## src/rtl/channel_receiver.sv

```systemverilog
// channel_receiver: receive end of the channel link.
// Takes signed channel samples, removes the mean noise bias, slices each sample back to a
// signed 2-bit symbol and buffers the symbols in a circular FIFO. Also keeps link statistics.
//
// Ports:
//   i_clk          system clock, rising edge
//   i_rst_n        asynchronous active-low reset
//   i_chan_out     signed channel sample (W bits)
//   i_chan_valid   one-cycle strobe, i_chan_out valid this cycle
//   i_rx_ready     downstream accepts o_rx_data this cycle
//   o_rx_data      signed symbol at FIFO head (0 when empty)
//   o_rx_valid     FIFO non-empty
//   o_fifo_count   symbols currently buffered (0..DEPTH)
//   o_err_count    out-of-range sample count, saturating at 255
//   o_overrun      sticky: strobe arrived while busy
//   o_overflow     sticky: symbol dropped because the FIFO was full
//   o_busy         high while a sample is in flight (BIAS, SLICE, WRITE)
module channel_receiver #(
    parameter int W     = 14,
    parameter int AMP   = 600,
    parameter int BIAS  = 128,
    parameter int DEPTH = 8
) (
    input  logic                         i_clk,
    input  logic                         i_rst_n,
    input  logic signed [W-1:0]          i_chan_out,
    input  logic                         i_chan_valid,
    input  logic                         i_rx_ready,
    output logic [1:0]                   o_rx_data,
    output logic                         o_rx_valid,
    output logic [$clog2(DEPTH+1)-1:0]   o_fifo_count,
    output logic [7:0]                   o_err_count,
    output logic                         o_overrun,
    output logic                         o_overflow,
    output logic                         o_busy
);

    localparam int AW = $clog2(DEPTH);
    localparam int CW = $clog2(DEPTH + 1);

    // Decision thresholds at full W+2 precision.
    localparam logic signed [W+1:0] BiasExt      = (W+2)'(BIAS);
    localparam logic signed [W+1:0] PosHalf      = (W+2)'(AMP / 2);
    localparam logic signed [W+1:0] NegHalf      = (W+2)'(-(AMP / 2));
    localparam logic signed [W+1:0] NegThreeHalf = (W+2)'(-((3 * AMP) / 2));
    localparam logic signed [W+1:0] PosThreeHalf = (W+2)'((3 * AMP) / 2);
    localparam logic signed [W+1:0] NegFiveHalf  = (W+2)'(-((5 * AMP) / 2));

    typedef enum logic [1:0] {
        StIdle  = 2'd0,
        StBias  = 2'd1,
        StSlice = 2'd2,
        StWrite = 2'd3
    } state_e;

    state_e r_state, w_state_next;

    logic signed [W-1:0] r_x;
    logic signed [W+1:0] r_y;
    logic [1:0]          r_sym;
    logic                r_range_err;
    logic [7:0]          r_err_count;
    logic                r_overrun;
    logic                r_overflow;

    logic [1:0]          r_mem [DEPTH];
    logic [AW-1:0]       r_wr_ptr;
    logic [AW-1:0]       r_rd_ptr;
    logic [CW-1:0]       r_count;

    logic [1:0]          w_sym;
    logic                w_range_err;
    logic                w_full;
    logic                w_empty;
    logic                w_pop;
    logic                w_push_req;
    logic                w_push;

    // ---------------- FSM ----------------
    always_ff @(posedge i_clk or negedge i_rst_n) begin
        if (!i_rst_n) begin
            r_state <= StIdle;
        end else begin
            r_state <= w_state_next;
        end
    end

    always_comb begin
        w_state_next = r_state;
        unique case (r_state)
            StIdle:  if (i_chan_valid) w_state_next = StBias;
            StBias:  w_state_next = StSlice;
            StSlice: w_state_next = StWrite;
            StWrite: w_state_next = StIdle;
            default: w_state_next = StIdle;
        endcase
    end

    // ---------------- Slicer ----------------
    always_comb begin
        w_sym = 2'b00;
        if (r_y >= PosHalf) begin
            w_sym = 2'b01;
        end else if (r_y >= NegHalf) begin
            w_sym = 2'b00;
        end else if (r_y >= NegThreeHalf) begin
            w_sym = 2'b11;
        end else begin
            w_sym = 2'b10;
        end
        w_range_err = (r_y > PosThreeHalf) || (r_y < NegFiveHalf);
    end

    // ---------------- Datapath and statistics ----------------
    always_ff @(posedge i_clk or negedge i_rst_n) begin
        if (!i_rst_n) begin
            r_x         <= '0;
            r_y         <= '0;
            r_sym       <= 2'b00;
            r_range_err <= 1'b0;
            r_err_count <= 8'd0;
            r_overrun   <= 1'b0;
            r_overflow  <= 1'b0;
        end else begin
            case (r_state)
                StIdle:  if (i_chan_valid) r_x <= i_chan_out;
                StBias:  r_y <= $signed({{2{r_x[W-1]}}, r_x}) - BiasExt;
                StSlice: begin
                    r_sym       <= w_sym;
                    r_range_err <= w_range_err;
                end
                StWrite: begin
                    if (r_range_err && (r_err_count != 8'hFF)) begin
                        r_err_count <= r_err_count + 8'd1;
                    end
                end
                default: ;
            endcase
            // A strobe during a busy state is dropped; the in-flight sample continues.
            if (i_chan_valid && (r_state != StIdle)) begin
                r_overrun <= 1'b1;
            end
            if (w_push_req && !w_push) begin
                r_overflow <= 1'b1;
            end
        end
    end

    // ---------------- Output FIFO ----------------
    assign w_full     = (r_count == CW'(DEPTH));
    assign w_empty    = (r_count == '0);
    assign w_pop      = !w_empty && i_rx_ready;
    assign w_push_req = (r_state == StWrite);
    // When full, a push is only possible if the head leaves on the same edge.
    assign w_push     = w_push_req && (!w_full || w_pop);

    always_ff @(posedge i_clk) begin
        if (w_push) begin
            r_mem[r_wr_ptr] <= r_sym;
        end
    end

    always_ff @(posedge i_clk or negedge i_rst_n) begin
        if (!i_rst_n) begin
            r_wr_ptr <= '0;
            r_rd_ptr <= '0;
            r_count  <= '0;
        end else begin
            if (w_push) r_wr_ptr <= r_wr_ptr + AW'(1);
            if (w_pop)  r_rd_ptr <= r_rd_ptr + AW'(1);
            if (w_push && !w_pop) begin
                r_count <= r_count + CW'(1);
            end else if (!w_push && w_pop) begin
                r_count <= r_count - CW'(1);
            end
        end
    end

    assign o_rx_valid   = !w_empty;
    assign o_rx_data    = w_empty ? 2'b00 : r_mem[r_rd_ptr];
    assign o_fifo_count = r_count;
    assign o_err_count  = r_err_count;
    assign o_overrun    = r_overrun;
    assign o_overflow   = r_overflow;
    assign o_busy       = (r_state != StIdle);

endmodule

```

## config.mk

```make
export PLATFORM = sky130hd
export DESIGN_NAME = channel_receiver
export DESIGN_NICKNAME = d
export VERILOG_FILES = /design/src/rtl/channel_receiver.sv
export SDC_FILE = /design/constraint.sdc
export NUM_CORES = 1
export LEC_CHECK = 0
export CORE_UTILIZATION = 56
export DETAILED_ROUTE_END_ITERATION = 10
export GPL_ROUTABILITY_DRIVEN = 0
export PLACE_DENSITY = 0.77
export RECOVER_POWER = 100
export SLEW_MARGIN = 20
export SYNTH_ARGS = -nofsm -noshare
export SYNTH_HDL_FRONTEND = slang
export SYNTH_SLANG_ARGS = --single-unit
```

## constraint.sdc

```tcl
create_clock -name i_clk -period 3.2 [get_ports i_clk]
set_input_delay 0.48 -clock i_clk [delete_from_list [all_inputs] [get_ports i_clk]]
set_output_delay 0.48 -clock i_clk [all_outputs]
set_load 0.02 [all_outputs]
```

==> qor.yml, run 1 <==
drt_iter0_drc: 154
worst_setup_path_start_kind: "flip-flop"
dieHeight_um: 78.4
cts_sinks: 70
num_vias: 2053
cts_setup_buffers: 0
cp.arrival_ns: 2.27
gr-total-overflow: 0
cts_max_level: 3
synth.cell_area_mm2: 0.00327
power_mw: 3.82
hp-class: "flip-flop to flip-flop"
cts_inserted_buffers: 9
ys_warn_count: 0
ctsResizeCount: 0
wl_um: 5370
setup_viol: 0
cts_root_buf: "clkbuf_8"
hpwl_um: 3810
drv_cap: 1
core_area_mm2: 0.00557
fin_crit_ns: 2.75
timing.final.max_slew_violations: 37
crit_required_ns: 2.72
nets: 328
viasPerCell: 5.47
endpoint_kind: "primary output"
cts.clk_slew.worst_paths_ns: 0.07
syn_nets: 284
p_leak_nw: 1.57
dieArea_mm2: 0.00615
synth-edff-count: 16
synth.yosys.seq_area_share_pct: 56.0
syn_inst: 254
outcome: "finished with violations"
die-width_um: 78.4
track_usage_pct: 20.7
ys_ff_latch: 70
tightest_slew_ns: 1.86
drc: 0
synth_cell_types: 49
syn_area_per_cell_um2: 12.9
synthArstFlopShare_pct: 77.1
fin_tns_setup_ns: 0
cts_hold_buf: 0
violations: "capacitance limit, slew limit"
clock_path_buffers: 2
ios: 36
clock_latency_ns: 0.34
grt_pass1_wl_um: 9580
grt_start_max_net_pins: 37
antenna_found_initial: 0
drive_gt1_share_pct: 14.2
cts_tree: "done"
grt_pass1_vias: 1995
fmax_mhz: 364
whs_ns: 0.467
dp.cells: 359
final_cell_count_no_fill: 375
rows: 27
diodes: 0
worstHoldPathCells: 1
hold_viol_final: 0
critPathKind: "flip-flop to primary output"
portBuffers: 35
reg2regPathDepth: 11
synth_flop_cell: "dfrtp_1"
drtAntennaViolNets: 0
period_share_pct: 85.9
peakVddDrop_v: 0.000482
dr.pass1.iters: 4
initial_core_util_pct: 58.7
rsz0062_at_grt: "false"
finalClockSkew_ns: 0.00701
powerDensity_mw_per_mm2: 994
area_delta_synth_final_pct: 17.5
cp_max_fo: 6
slew_headroom_pct: -24.1
routedWlPerCell_um: 14.3
[cell usage after synthesis, types with 2 or more instances]
| master | n | area (µm²) |
|---|---|---|
| dfrtp_1 | 54 | 1350 |
| mux2_2 | 25 | 282 |
| nor2_1 | 21 | 78.8 |
| edfxtp_1 | 16 | 480 |
| inv_1 | 12 | 45.0 |
| xnor2_1 | 12 | 105 |
| a21oi_1 | 11 | 55.1 |
| ha_1 | 11 | 138 |
| nand2_1 | 10 | 37.5 |
| nand2b_1 | 7 | 43.8 |
| o21ai_0 | 6 | 30.0 |
| nor3_1 | 5 | 25.0 |
| a21o_1 | 4 | 30.0 |
| a31oi_1 | 4 | 25.0 |
| mux2i_1 | 4 | 40.0 |
| mux4_2 | 4 | 90.1 |
| nand3_1 | 4 | 20.0 |
| and3_1 | 3 | 18.8 |
| nor4_1 | 3 | 18.8 |
| o31ai_1 | 3 | 22.5 |
| xor2_1 | 3 | 26.3 |
| buf_2 | 2 | 10.0 |
| nand4_1 | 2 | 12.5 |
| nor2b_1 | 2 | 12.5 |
| o311ai_1 | 2 | 17.5 |
[metrics by stage]
| stage | util (%) | instance area, µm² | worst slack [ns] |
|---|---|---|---|
| floorplan | - | 3270 | 0.673 |
| global placement | 66.4 | 3700 | 0.529 |
| detailed placement | 66.4 | 3700 | 0.443 |
| CTS | 70.1 | 3910 | 0.528 |
| global route | 68.9 | 3840 | 0.298 |
| finish | 68.9 | 3840 | 0.452 |
[per-layer routing]
metal | part of all wire [%] | GRT usage [%] | wire [µm]
met2 | 49 | 33.3 | 2640
met1 | 47 | 26.6 | 2500
met4 | 1.7 | 7.22 | 90
met3 | 2.6 | 6.28 | 138
met5 | 0 | 0 | 0
[critical path, stage by stage (launching register included)]
cell and delay (ns):
dfrtp_1 0.52, mux4_2 0.55, mux2i_1 0.15, nor2_1 0.05, dlygate4sd3_1 0.65
[sequential cells by signal (all words and copies together) (netlist names), 2 cells and up]
register,cells
o_err_count,8
o_fifo_count,4
r_mem,16
r_rd_ptr,3
r_state,2
r_sym,2
r_wr_ptr,3
r_x,14
r_y,15
[placed cells by master, fill, tap and decap left out, drive strengths merged, types with 12 or more instances in the layout]
| cell | synthesis | final |
|---|---|---|
| dfrtp | 54 | 54 |
| clkdlybuf4s50 | 0 | 15 |
| dlygate4sd3 | 0 | 19 |
| xnor2 | 12 | 12 |
| mux2 | 26 | 26 |
| edfxtp | 16 | 16 |
| clkbuf | 1 | 13 |
| nor2 | 22 | 22 |
| inv | 12 | 12 |
[final timing paths]
path	slack [ns]	start	to
hold / removal	0.47	o_overrun	o_overrun
setup reg to reg	0.53	o_fifo_count[0]	o_fifo_count[3]
max in group asynchronous	1.27	i_rst_n	r_y[11]
min in group asynchronous	0.64	i_rst_n	o_err_count[7]
hold reg to reg	0.47	o_overrun	o_overrun
setup / recovery	0.45	r_rd_ptr[0]	o_rx_data[1]
[report_power, final]
| part | leakage, nW | total [mW] | switching (mW) | internal, mW |
|---|---|---|---|---|
| combinational | 0.686 | 1.39 | 0.649 | 0.742 |
| sequential | 0.780 | 1.68 | 0.389 | 1.29 |
| clock | 0.103 | 0.748 | 0.318 | 0.430 |
[layout make-up]
type / instances / area (µm²)
well taps: 72 / 90.1
fillers: 439 / 1730
multi-input cells: 168 / 1320
flip-flops and latches: 70 / 1830
inverters: 12 / 45.0
repair buffers: 37 / 352
clock buffers: 10 / 128
clock inverters: 6 / 76.3
[cells by family after synthesis]
kind of cell	Yosys count	share of synthesized area, %
buffers and inverters	16	1.91
flip-flops	70	56.0
XOR/XNOR	15	4.02
adder cells (fa/ha/maj)	12	4.82
AO/OA/AOI/OAI	39	8.46
AND/OR/NAND/NOR	68	11.7
multiplexers	34	13.1
Power figures use the tool's default switching activity.
==> inputs of run 2 (changes only) <==
--- a/config.mk
+++ b/config.mk
@@ -5,10 +5,10 @@
 export SDC_FILE = /design/constraint.sdc
 export NUM_CORES = 1
 export LEC_CHECK = 0
-export CORE_UTILIZATION = 56
+export CORE_UTILIZATION = 34
 export DETAILED_ROUTE_END_ITERATION = 10
 export GPL_ROUTABILITY_DRIVEN = 0
-export PLACE_DENSITY = 0.77
+export PLACE_DENSITY = 0.51
 export RECOVER_POWER = 100
 export SLEW_MARGIN = 20
 export SYNTH_ARGS = -nofsm -noshare
==> constraint.sdc (replaced) <==
create_clock -name i_clk -period 2.95 [get_ports i_clk]
set_input_delay 0.4425 -clock i_clk [delete_from_list [all_inputs] [get_ports i_clk]]
set_output_delay 0.4425 -clock i_clk [all_outputs]
set_load 0.02 [all_outputs]
==> qor.yml, run 2 (synthesis gave the netlist of run 1 again) <==
antenna_found_initial: 0
largest-register: "r_mem"
fin_tns_setup_ns: 0
portBuffers: 35
cp_max_fo: 6
wl_um: 5490
crit_start: "r_rd_ptr[0]"
cts.clk_slew.worst_paths_ns: 0.07
dr.pass1.iters: 4
layout_common_cells: "54 x dfrtp_1, 25 x mux2_2, 21 x nor2_1"
power_mw: 4.17
drive_gt1_share_pct: 16.1
drtAntennaViolNets: 0
nets: 329
largest_register_ffs: 16
dieArea_mm2: 0.0100
post-route-cell-area_mm2: 0.00395
clock_path_buffers: 2
hold_viol_final: 0
reg2regPathDepth: 9
hold-path-endpoint: "o_overrun"
r2r_start: "o_fifo_count[0]"
reg2reg_to: "o_fifo_count[3]"
cts_setup_buffers: 0
rsz0062_at_grt: "false"
fmax_mhz: 369
rows: 35
hold_start: "o_overrun"
cts_sinks: 70
routedWlPerCell_um: 12.7
tightest_slew_ns: 1.35
fin_crit_ns: 2.71
viasPerCell: 4.76
cp.arrival_ns: 2.27
cts_inserted_buffers: 9
reg_top3: "r_mem: 16 flops, r_y: 15 flops, r_x: 14 flops"
grt_start_max_net_pins: 26
drv_cap: 0
hpwl_um: 4020
area_delta_synth_final_pct: 20.9
multiInputGateArea_mm2: 0.00133
cts_tree: "done"
whs_ns: 0.451
crit_required_ns: 2.51
core_area_mm2: 0.00928
gr-total-overflow: 0
powerDensity_mw_per_mm2: 1060
grt_pass1_wl_um: 9580
peakVddDrop_v: 0.000430
initial_core_util_pct: 35.2
dieHeight_um: 100
p_leak_nw: 1.58
worst_setup_path_start_kind: "flip-flop"
endpoint_kind: "primary output"
grt_pass1_vias: 2012
num_vias: 2060
register_area_mm2: 0.00183
place_area_mm2: 0.00377
track_usage_pct: 12.5
setup_viol: 0
diodes: 0
num-fill-cells: 892
drt_iter0_drc: 38
worstHoldPathCells: 1
finalClockSkew_ns: 0.00414
die-width_um: 100
outcome: "finished clean"
fin_util_pct: 42.6
cts_root_buf: "clkbuf_8"
final_common_cell: "dfrtp_1"
critPathKind: "flip-flop to primary output"
slew_headroom_pct: 9.95
period_share_pct: 92.0
drc: 0
timing.final.max_slew_violations: 0
ios: 36
r2r_slack_ns: 0.37
hp-class: "flip-flop to flip-flop"
clock_latency_ns: 0.34
cts_max_level: 3
-- run 2: cell type report --
class	instances	share of cell area (%)
clock buffer	9	3.13
clock inverter	7	2.50
multi-input combinational	168	33.7
timing repair buffer	38	9.15
tap	129	4.08
inverter	12	1.14
sequential	70	46.3
-- run 2: what timing repair did --
action / in CTS / in global routing
resized for setup: 0 / 0
hold buffers: 1 / 0
hold endpoints to repair: 11 / 0
-- run 2: how the worst max path moves through the flow --
stage	endpoint	slack [ns]	depth (start not counted)
floorplan	o_fifo_count[3]	0.42	11
global placement	o_fifo_count[3]	0.30	10
detailed placement	o_fifo_count[3]	0.27	10
CTS	o_rx_data[0]	0.29	4
global route	o_rx_data[1]	0.12	4
finish	o_rx_data[0]	0.24	4
-- run 2: metrics by stage --
| step | instances | worst slack [ns] |
|---|---|---|
| floorplan | 254 | 0.423 |
| global placement | 416 | 0.300 |
| detailed placement | 416 | 0.272 |
| CTS | 433 | 0.288 |
| global route | 433 | 0.121 |
| finish | 433 | 0.237 |
-- run 2: power by group --
| part | switching (mW) | internal [mW] |
|---|---|---|
| Combinational | 0.702 | 0.804 |
| Sequential | 0.422 | 1.40 |
| Clock | 0.367 | 0.478 |
-- run 2: metal layers --
layer	GRT usage, %	up-vias	wire length (µm)
met4	5.69	0	111
met1	15.6	993	2570
met5	0	-	0
met3	3.55	12	201
li1	-	1014	-
met2	20.1	41	2610
-- run 2: worst max-delay path, stage by stage (launching register included) --
cell and delay, ns:
dfrtp_1 0.53, mux4_2 0.55, mux2i_1 0.15, nor2_1 0.05, dlygate4sd3_1 0.64
==> inputs of run 3 (changes only) <==
--- a/config.mk
+++ b/config.mk
@@ -10,6 +10,7 @@
 export GPL_ROUTABILITY_DRIVEN = 0
 export PLACE_DENSITY = 0.51
 export RECOVER_POWER = 100
+export SKIP_CTS_REPAIR_TIMING = 1
 export SLEW_MARGIN = 20
 export SYNTH_ARGS = -nofsm -noshare
 export SYNTH_HDL_FRONTEND = slang
==> results of run 3 <==
Final layout, timing and power as in run 2 (identical DEF).
